--- config.mk ---
export PLATFORM = sky130hd
export DESIGN_NAME = fft_phase_sequencer
export DESIGN_NICKNAME = d
export VERILOG_FILES = /design/src/rtl/fft_ctrl_pkg.sv /design/src/rtl/fft_stall_watchdog.sv /design/src/rtl/fft_phase_sequencer.sv
export SDC_FILE = /design/constraint.sdc
export NUM_CORES = 1
export LEC_CHECK = 0
export CORE_ASPECT_RATIO = 0.9
export CORE_UTILIZATION = 45
export CTS_CLUSTER_DIAMETER = 120
export DETAILED_ROUTE_END_ITERATION = 8
export GPL_TIMING_DRIVEN = 0
export PLACE_DENSITY_LB_ADDON = 0.15
export SLEW_MARGIN = 0
export SYNTH_ARGS = -nofsm -noshare
export SYNTH_HDL_FRONTEND = slang
export SYNTH_HIERARCHICAL = 1
export SYNTH_SLANG_ARGS = --single-unit
--- constraint.sdc ---
create_clock -name ap_clk -period 5.7 [get_ports ap_clk]
set_input_delay 1.71 -clock ap_clk [delete_from_list [all_inputs] [get_ports ap_clk]]
set_output_delay 1.71 -clock ap_clk [all_outputs]
set_load 0.1 [all_outputs]
--- src/rtl/fft_ctrl_pkg.sv ---
// Shared types and constants for the FFT kernel phase sequencer.
package fft_ctrl_pkg;

  localparam int unsigned WDOG_W_DEFAULT = 16;
  localparam int unsigned FCNT_W_DEFAULT = 32;

  typedef enum logic [2:0] {
    StIdle,
    StLoad,
    StComp,
    StStore,
    StDone,
    StHang
  } state_e;

  localparam logic [1:0] PH_NONE  = 2'b00;
  localparam logic [1:0] PH_LOAD  = 2'b01;
  localparam logic [1:0] PH_STORE = 2'b10;

endpackage

--- src/rtl/fft_stall_watchdog.sv ---
// Saturating count of consecutive blocked cycles; trips when the run reaches limit.
module fft_stall_watchdog #(
  parameter int unsigned WDOG_W = 16
) (
  input  logic              clk,
  input  logic              rst,
  input  logic              enable,
  input  logic              clear,
  input  logic              blk,
  input  logic [WDOG_W-1:0] limit,
  output logic              trip
);

  logic [WDOG_W-1:0] cnt_q;
  logic [WDOG_W-1:0] cnt_inc;

  assign cnt_inc = (cnt_q == '1) ? cnt_q : cnt_q + WDOG_W'(1);

  always_ff @(posedge clk) begin
    if (rst || clear || !enable || !blk) begin
      cnt_q <= '0;
    end else begin
      cnt_q <= cnt_inc;
    end
  end

  // A zero limit disables tripping entirely.
  assign trip = enable && blk && (limit != '0) && (cnt_inc >= limit);

endmodule

--- src/rtl/fft_phase_sequencer.sv ---
// Frame sequencer for the 32-point FFT: LOAD -> COMP -> STORE under ap_ctrl_hs,
// with a stall watchdog on the streaming phases.
module fft_phase_sequencer
  import fft_ctrl_pkg::*;
#(
  parameter int unsigned WDOG_W = WDOG_W_DEFAULT,
  parameter int unsigned FCNT_W = FCNT_W_DEFAULT
) (
  input  logic              ap_clk,
  input  logic              ap_rst,
  input  logic              ap_start,
  output logic              ap_done,
  output logic              ap_idle,
  output logic              ap_ready,
  output logic              ld_start,
  input  logic              ld_ready,
  input  logic              ld_done,
  input  logic              ld_blk,
  output logic              cp_start,
  input  logic              cp_ready,
  input  logic              cp_done,
  output logic              st_start,
  input  logic              st_ready,
  input  logic              st_done,
  input  logic              st_blk,
  input  logic [WDOG_W-1:0] wdog_limit,
  input  logic              abort,
  output logic              hang,
  output logic [1:0]        hang_phase,
  output logic [FCNT_W-1:0] frame_cnt
);

  state_e            state_q, state_d;
  logic              started_q, started_d;
  logic [1:0]        hang_phase_q, hang_phase_d;
  logic [FCNT_W-1:0] frame_cnt_q;
  logic              wd_en, wd_blk, wd_clear, wd_trip;

  assign wd_en    = (state_q == StLoad) || (state_q == StStore);
  assign wd_blk   = (state_q == StLoad) ? ld_blk : (state_q == StStore) ? st_blk : 1'b0;
  assign wd_clear = (state_d != state_q);

  fft_stall_watchdog #(
    .WDOG_W (WDOG_W)
  ) u_wdog (
    .clk    (ap_clk),
    .rst    (ap_rst),
    .enable (wd_en),
    .clear  (wd_clear),
    .blk    (wd_blk),
    .limit  (wdog_limit),
    .trip   (wd_trip)
  );

  always_comb begin
    state_d      = state_q;
    started_d    = started_q;
    hang_phase_d = hang_phase_q;
    unique case (state_q)
      StIdle: if (ap_start) state_d = StLoad;
      StLoad: begin
        started_d = started_q | ld_ready;
        // done outranks a watchdog trip in the same cycle
        if (ld_done) begin
          state_d = StComp;
        end else if (wd_trip) begin
          state_d      = StHang;
          hang_phase_d = PH_LOAD;
        end
      end
      StComp: begin
        started_d = started_q | cp_ready;
        if (cp_done) state_d = StStore;
      end
      StStore: begin
        started_d = started_q | st_ready;
        if (st_done) begin
          state_d = StDone;
        end else if (wd_trip) begin
          state_d      = StHang;
          hang_phase_d = PH_STORE;
        end
      end
      StDone: state_d = StIdle;
      StHang: begin
        if (abort) begin
          state_d      = StIdle;
          hang_phase_d = PH_NONE;
        end
      end
      default: state_d = StIdle;
    endcase
    if (state_d != state_q) started_d = 1'b0;
  end

  always_ff @(posedge ap_clk) begin
    if (ap_rst) begin
      state_q      <= StIdle;
      started_q    <= 1'b0;
      hang_phase_q <= PH_NONE;
      frame_cnt_q  <= '0;
    end else begin
      state_q      <= state_d;
      started_q    <= started_d;
      hang_phase_q <= hang_phase_d;
      if (state_q == StDone) frame_cnt_q <= frame_cnt_q + FCNT_W'(1);
    end
  end

  assign ld_start   = (state_q == StLoad) && !started_q;
  assign cp_start   = (state_q == StComp) && !started_q;
  assign st_start   = (state_q == StStore) && !started_q;
  assign ap_done    = (state_q == StDone);
  assign ap_ready   = (state_q == StDone);
  assign ap_idle    = (state_q == StIdle);
  assign hang       = (state_q == StHang);
  assign hang_phase = hang_phase_q;
  assign frame_cnt  = frame_cnt_q;

endmodule

======== After elaboration in Yosys (flattened, before gate mapping) ========
Index checks and enable logic that the tools add are counted.
cells by class
  bitwise logic cells ..................... 3
  mux-type cells .......................... 17
  order comparisons ....................... 1
  reduce and logical (&&, ||, !) cells .... 19
  add/subtract/negate cells ............... 2
  equal/unequal tests ..................... 12
operators with widths
  operator                                               number
  adder 32 x 1 -> 32 bit, second input constant          1
  two-way mux 3 bit                                      6
  adder 16 x 1 -> 16 bit, second input constant          1
  == test 16 bit, second input constant                  1
  greater-or-equal comparator 16 bit                     1
  two-way mux 16 bit                                     1
  nonzero test 16 bit                                    1
  one-hot mux 3 bit (5 select lines)                     1
  two-way mux 2 bit                                      5
  == test 3 x 2 -> 1 bit, second input constant          2
  == test 3 bit, second input constant                   2
  logical AND 1 bit                                      6
  inequality test 2 bit, second input constant           3
  one-hot mux 2 bit (3 select lines)                     1
  AND reduction 6 bit                                    1
  nonzero test 3 bit                                     2
  logical OR 1 bit                                       4
  inequality test 2 x 1 -> 1 bit, second input constant  2
  == test 3 x 1 -> 1 bit, second input constant          1
  zero test 1 bit                                        3
  zero test 3 bit                                        1
  inequality test 3 bit                                  1
  bitwise OR 1 bit                                       3
  one-hot mux 1 bit (3 select lines)                     1
  other kinds (2)                                        3
word-level totals
  word-level logic and storage cells ...... 59
  register bits ........................... 54
  input port bits ......................... 28
  output and inout port bits .............. 41

======== Depth between registers and ports, before layout ========
Gate-level depths: netlist of the first run.
  depth in word-level cells ............... 13
  mapped depth ............................ 18
  mapped depth without buffers ............ 17

======== Hierarchy ========
The synthesis of the first run kept the hierarchy.
modules (own cells, without submodules)
  module               cells each  area an instance (µm²)  times used
  fft_phase_sequencer  242         1980.6                  1
  fft_stall_watchdog   165         1336.3                  1

======== Worst setup path after synthesis of the first run ========
Ideal clock, no wire load.
  path kind ............................... register to output
  from .................................... register state_q[1]
  to ...................................... output port cp_start
  cell stages (with the launch flop) ...... 5
  data arrival time ....................... 3105 ps
  slack ................................... 885 ps
  required time ........................... 3990 ps
  path through ............................ dfxtp_1 -> clkbuf_1 -> buf_1 -> nand2b_1 -> nor3_1
between the ends
  longest elaborated chain between the ends .. 2
ends and longest elaborated chain
  element                   RTL line                    text
  start: declaration        fft_phase_sequencer.sv:33   state_e state_q, state_d;
  start signal: assignment  fft_phase_sequencer.sv:98   state_q <= StIdle;
  start signal: assignment  fft_phase_sequencer.sv:103  state_q <= state_d;
  == test 3 x 2 -> 1 bit    fft_phase_sequencer.sv:111  assign cp_start = (state_q == StComp) && !started_q;
  logical AND 1 bit         fft_phase_sequencer.sv:111
  end: declaration          fft_phase_sequencer.sv:19   output logic cp_start,
No other way between the ends.

======== Worst setup path in the final report of the first run ========
  from .................................... input port wdog_limit[7]
  to ...................................... register u_wdog.cnt_q[8]
between the ends
  longest elaborated chain between the ends .. 10
  elaborated cells between the ends (all ways) .. 12
ends and longest elaborated chain
  element                                                                     RTL line                                              text
  start: declaration                                                          fft_phase_sequencer.sv:26                             input logic [WDOG_W-1:0] wdog_limit,
  branches (longest 2 deep; another with greater-or-equal comparator 16 bit)  n/a
  logical AND 1 bit (*)                                                       fft_stall_watchdog.sv:28                              assign trip = enable && blk && (limit != '0) && (cnt_inc >= limit);
  named net wd_trip                                                           fft_phase_sequencer.sv:37                             logic wd_en, wd_blk, wd_clear, wd_trip;
  two-way mux 3 bit (*)                                                       fft_phase_sequencer.sv:66, fft_phase_sequencer.sv:79
  two-way mux 3 bit (on tied branches)                                        fft_phase_sequencer.sv:77, fft_phase_sequencer.sv:64
  one-hot mux 3 bit (5 select lines) (*)                                      fft_phase_sequencer.sv:59                             unique case (state_q)
  inequality test 3 bit (*)                                                   fft_phase_sequencer.sv:41                             assign wd_clear = (state_d != state_q);
  named net wd_clear                                                          fft_phase_sequencer.sv:37
  logical OR 1 bit (*) (3 in a row)                                           fft_stall_watchdog.sv:20                              if (rst || clear || !enable || !blk) begin
  end signal: assignment                                                      fft_stall_watchdog.sv:23                              cnt_q <= cnt_inc;
  end: declaration                                                            fft_stall_watchdog.sv:14                              logic [WDOG_W-1:0] cnt_q;
Mark *: on every way through the listed nets, which the timed path passes.
A chain may end at the register's enable or synchronous reset.

==> results.yml, run 1 <==
outcome:
  status: "finished clean"
sta:
  skew_ns: 0.00466
  slew_headroom_pct: 34.6
  final.min_clock_period_ns: 5.16
  setup_ws_ns: 0.538
  finalCritPeriodShare_pct: 90.6
  tns_ns: 0
  drv_slew: 0
  setup_violations: 0
  hold_viol_final: 0
  rsz0062_at_grt: "no"
  worst_slew_pin_slew_ns: 0.978
  clock.fmax_mhz: 194
route:
  drc_errors: 0
  drtPass1Iterations: 4
  num_vias: 3253
  drtIter0Drc: 146
  antenna_left: 0
  wl_per_cell_um: 14.2
  detail_route.vias_per_cell: 5.66
  drt_wl_total_um: 8140
die:
  die-area_sq_mm: 0.00772
  io_pins: 69
  placementRows: 29
  design.core.area_sq_mm: 0.00708
  die_x_um: 92.5
  die_y_um: 83.5
  start_util_pct: 46.9
critical_path:
  endpoint_kind: "flop"
  critPathKind: "input port to flop"
  crit_fanout: 10
  required_ns: 5.92
  cp.arrival_ns: 5.38
  cp-start-kind: "input port"
grt:
  antenna_found_initial: 0
  grt.overflow.total: 0
  grt_first_pass_wirelength_um: 14000
  grt_max_degree: 16
  grt.total_usage_pct: 21.9
  grt_pass1_vias: 3028
clock_tree:
  numCtsBuffers: 5
  hold_buffers: 0
  post_cts_buffers: 0
  post_cts_resize_count: 0
  root_buffer: "clkbuf_8"
  htreeDepth: 2
  clkTransAtPathRegs_ns: 0.09
  clk_latency_ns: 0.29
  cts_buffer_depth: 2
  clock_sinks: 54
  cts_tree: "done"
synth:
  async_flop_share_pct: 0
  postSynthAreaPerCell_sq_um: 8.15
  ys_warn_count: 6
  syn_nets: 453
  ys_types: 54
  syn-cell-area_sq_mm: 0.00332
  ys_seq_area_share_pct: 32.6
  synth_cells: 407
  synthFlopType: "dfxtp_1"
  ys_seq_elements: 54
  synth_edf_count: 0
power_and_ir_drop:
  power.leakage_uw: 0.00151
  powerDensity_mw_per_mm2: 160
  peakVddDrop_mv: 0.0985
cells_and_area:
  multiInputGateArea_sq_mm: 0.00207
  fillers: 648
  diodes: 0
  syn_to_final_growth_pct: 26.4
  drive_gt1_share_pct: 4.98
  post-route-util_pct: 59.3
  finalNetCount: 528
  register_area_sq_mm: 0.00108
job:
  max_cap_viol_count: 0
placed_design:
  place_congestion: 0.891
  place_ws_ns: 0.251
  port_buffers: 68
  dpl.hpwl_um: 6220
worst_hold_path:
  min_path_type: "flop to flop"
## sequential cells by signal, indices dropped and copies added (netlist names)
| register | flops |
|---|---|
| frame_cnt | 32 |
| hang_phase | 2 |
| started_q | 1 |
| state_q | 3 |
| u_wdog/cnt_q | 16 |
## worst paths after layout
| path | cells past startpoint | slack, ns | to | start |
|---|---|---|---|---|
| min reg2reg | 2 | 0.48 | hang_phase[1]$_SDFFE_PP0P_ | hang_phase[1]$_SDFFE_PP0P_ |
| min | 2 | 0.48 | hang_phase[1]$_SDFFE_PP0P_ | hang_phase[1]$_SDFFE_PP0P_ |
| max | 15 | 0.54 | u_wdog/cnt_q[8]$_SDFF_PP0_ | wdog_limit[7] |
| max reg2reg | 18 | 0.66 | u_wdog/cnt_q[8]$_SDFF_PP0_ | u_wdog/cnt_q[0]$_SDFF_PP0_ |
## stage by stage
step,total power [uW],std cells,hold WS (ns),instance area [sq um]
2_1_floorplan,442,407,0.486,3320
4_1_cts,676,575,0.487,4190
6_report,670,575,0.483,4190
5_1_grt,701,575,0.507,4190
3_3_place_gp,476,568,0.470,4110
3_5_place_dp,476,568,0.471,4110
## report_power, final
group | switching [uW] | internal [uW] | leakage, uW
Combinational | 50.6 | 35.8 | 0.00103
Clock | 119 | 82.9 | 0.0000438
Sequential | 2.64 | 379 | 0.000435
Total | 172 | 497 | 0.00151
## placed cells by master (no fill, tap or decap), types with 4 or more instances in the layout
master and count:
and4_1 5, buf_1 4, o21ai_0 20, nor3_1 13, a21oi_1 40, mux2i_1 4
nand4_1 8, and2_1 6, o31ai_1 15, clkdlybuf4s50_1 68, nand3_1 19, dfxtp_1 54
or4_1 16, o21a_1 5, nor2_1 23, inv_1 26, nor4_1 6, xnor2_1 5
or3_1 18, xor2_1 6, ha_1 18, nand2b_1 8, clkbuf_1 9, clkbuf_8 5
nand2_1 33
## layout make-up
| cell class | count | share of cell area, % |
|---|---|---|
| Timing Repair Buffer | 68 | 16.2 |
| Clock inverter | 2 | 0.239 |
| Clock buffer | 5 | 1.64 |
| Inverter | 26 | 2.33 |
| Buffer | 16 | 1.73 |
| Tap cell | 93 | 2.78 |
| Sequential cell | 54 | 25.8 |
| Multi-Input combinational cell | 311 | 49.3 |
## logic make-up after synthesis
family | count (synthesis) | synth area share (%)
AO/OA/AOI/OAI | 98 | 18.0
XOR/XNOR | 12 | 3.40
adder cells (fa/ha/maj) | 18 | 6.79
buffers and inverters | 42 | 5.13
flip-flops | 54 | 32.6
multiplexers | 8 | 2.68
AND/OR/NAND/NOR | 175 | 31.4
## per-layer routing
layer,routed length [um],track usage [%],share of wire (%)
met3,273,3.37,3.4
met1,4060,30.9,50
met5,0,0,0
met4,49,3.55,0.60
met2,3760,35.9,46
## worst max-delay path, stage by stage
cell and delay, ns:
clkdlybuf4s50_1 0.49, inv_1 0.05, ha_1 0.30, and3_1 0.18
a221oi_1 0.39, o31a_1 0.23, o22ai_1 0.14, o21a_1 0.23
o21a_1 0.17, o32a_1 0.18, nand2b_1 0.16, or3_1 0.36
buf_1 0.26, or4_1 0.46, o21ai_0 0.09
## cells in the mapped netlist (3+ instances only)
cell / number / share of area [%]
o31ai_1: 15 / 3.4
buf_1: 4 / 0.45
nand4_1: 8 / 1.5
inv_1: 26 / 2.9
nand3_1: 19 / 2.9
xnor2_1: 5 / 1.3
clkbuf_1: 9 / 1.0
or4_1: 16 / 3.6
a31oi_1: 3 / 0.57
nor4_1: 6 / 1.1
dfxtp_1: 54 / 33
nand2_1: 33 / 3.7
nand2b_1: 8 / 1.5
o21ai_0: 20 / 3.0
or3_1: 18 / 3.4
xor2_1: 6 / 1.6
and2_1: 6 / 1.1
ha_1: 18 / 6.8
o21a_1: 5 / 1.1
or4_4: 3 / 1.0
nor2b_1: 3 / 0.57
nor3_1: 13 / 2.0
and3_1: 3 / 0.57
a21oi_1: 40 / 6.0
and4_1: 5 / 1.3
nor2_1: 23 / 2.6
mux2i_1: 4 / 1.2
mux2_2: 3 / 1.0
Power figures use the tool's default switching activity.
==> run 2: changes to the inputs <==
DONT_BUFFER_PORTS = 1   (was default)
==> run 2 against run 1 <==
Register-to-register slack got worse by 0.05 ns. Sequential power about the same. Global-route usage decreased by 1.1 points. Non-clock buffer count decreased by 65. Via count decreased by 7.1%. Clock skew increased by 0.0083 ns. Routed wire length decreased by 4.2%. Clock-buffer cell count increased by 1. Combinational power decreased by 19%. Clock power increased by 30%.
==> results.yml, run 2 (synthesis results as in run 1) <==
job:
  max_cap_viol_count: 0
critical_path:
  cp-startpoint: "u_wdog/cnt_q[0]$_SDFF_PP0_"
  crit_fanout: 10
  endpoint_kind: "flop"
  cp.arrival_ns: 5.31
  crit_chain: "ha_1 > nand3_4 > nor4_4 > nor3_1 > xor2_1 > ha_1 > and3_1 > a221oi_1 > o31a_1 > o22ai_1 > o21a_1 > o21a_1 > o32a_1 > nand2b_1 > or3_1 > buf_1 > or4_1 > o21ai_0"
  r2r_cells: 18
  cp-start-kind: "flop"
  required_ns: 5.92
  rr_startpoint: "u_wdog/cnt_q[0]$_SDFF_PP0_"
  cpMaxStageDelayCell: "nor4_4"
  slowest_delay_ns: 0.57
  critPathKind: "flop to flop"
clock_tree:
  cts_tree: "done"
  post_cts_buffers: 0
  htreeDepth: 2
  clkTransAtPathRegs_ns: 0.10
  clock_sinks: 54
  post_cts_resize_count: 0
  root_buffer: "clkbuf_8"
  numCtsBuffers: 5
  cts_buffer_depth: 2
  hold_buffers: 0
  clk_latency_ns: 0.30
sta:
  tns_ns: 0
  final.min_clock_period_ns: 5.09
  hold_viol_final: 0
  drv_slew: 0
  rsz0062_at_grt: "no"
  setup_violations: 0
  whs_ns: 0.528
  worst_slew_pin_slew_ns: 1.14
  skew_ns: 0.0129
  slew_headroom_pct: 24.1
  clock.fmax_mhz: 197
  finalCritPeriodShare_pct: 89.2
cells_and_area:
  design_area_sq_mm: 0.00361
  diodes: 0
  final_cell_mix: "dfxtp_1, a21oi_1, nand2_1"
  fillers: 694
  drive_gt1_share_pct: 7.43
  layout.cells.non_filler: 510
  syn_to_final_growth_pct: 8.79
  finalNetCount: 463
  layout_commonest_cell: "dfxtp_1"
  largest_reg_flops: 32
placed_design:
  port_buffers: 0
  dp.cells: 503
  place_congestion: 0.873
  postPlaceCellArea_sq_mm: 0.00350
  dpl.hpwl_um: 5860
route:
  drt_wl_total_um: 7800
  detail_route.vias_per_cell: 5.93
  antenna_left: 0
  drtPass1Iterations: 4
  drc_errors: 0
  wl_per_cell_um: 15.3
  drtIter0Drc: 121
  num_vias: 3022
grt:
  grt.overflow.total: 0
  grt_first_pass_wirelength_um: 13100
  antenna_found_initial: 0
  grt_max_degree: 16
  grt_pass1_vias: 2828
  grt.total_usage_pct: 20.9
die:
  placementRows: 29
  start_util_pct: 46.9
  io_pins: 69
  die_x_um: 92.5
  die-area_sq_mm: 0.00772
  design.core.area_sq_mm: 0.00708
  die_y_um: 83.5
power_and_ir_drop:
  powerDensity_mw_per_mm2: 198
  peakVddDrop_mv: 0.142
  p_total_uw: 715
  power.leakage_uw: 0.00131
worst_hold_path:
  hold_start: "u_wdog/cnt_q[7]$_SDFF_PP0_"
  hold_depth: 2
  min_path_type: "flop to flop"
outcome:
  status: "finished clean"
==> run 2: cell types whose count changed in the layout (fill, tap and decap cells not counted), sizes merged <==
cell	before	now
bufinv	0	1
clkdlybuf4s50	68	0
clkbuf	14	15
buf	7	10
clkinv	2	0
==> run 2: final cells by class <==
type                            count  area [sq um]  area share, %
Buffer                             16          72.6           2.01
Clock buffer                        6          82.6           2.29
Clock inverter                      1          30.0          0.832
Inverter                           26          97.6           2.70
Multi-Input combinational cell    311          2080           57.7
Sequential cell                    54          1080           30.0
Tap cell                           93           116           3.22
Timing Repair Buffer                3          45.0           1.25
==> run 2: power breakdown <==
group / switching (uW) / total [uW] / internal [uW]
Sequential: 3.66 / 382 / 379
Combinational: 47.6 / 69.7 / 22.2
Clock: 122 / 262 / 141
Total: 173 / 715 / 542
==> run 2: worst paths after layout <==
path | slack (ns) | to
setup / recovery | 0.61 | u_wdog/cnt_q[8]$_SDFF_PP0_
hold / removal | 0.53 | u_wdog/cnt_q[7]$_SDFF_PP0_
setup reg to reg | 0.61 | u_wdog/cnt_q[8]$_SDFF_PP0_
hold reg to reg | 0.53 | u_wdog/cnt_q[7]$_SDFF_PP0_
==> run 2: critical path, delay by kind of cell, from the launching register on <==
kind / cells / cell delay [ns]
AOI/OAI and AO/OA: 7 / 1.41
xor gates and xnor gates: 1 / 0.18
adders and majority gates: 2 / 0.64
buffers and inverters: 1 / 0.26
DFF: 1 / 0.45
and+or+nand+nor: 7 / 2.04
==> run 2: per-layer routing <==
layer / GRT usage, % / part of all wire, %
met1: 28.1 / 48
met3: 4.55 / 5.1
met4: 5.68 / 0.70
met5: 0 / 0
met2: 33.5 / 46
==> run 2: metrics by stage <==
stage / utilization, % / worst slack [ns]
5_1_grt: 51.0 / 0.316
3_3_place_gp: 48.5 / 0.552
2_1_floorplan: - / 0.885
6_report: 51.0 / 0.613
4_1_cts: 51.0 / 0.605
3_5_place_dp: 49.4 / 0.644
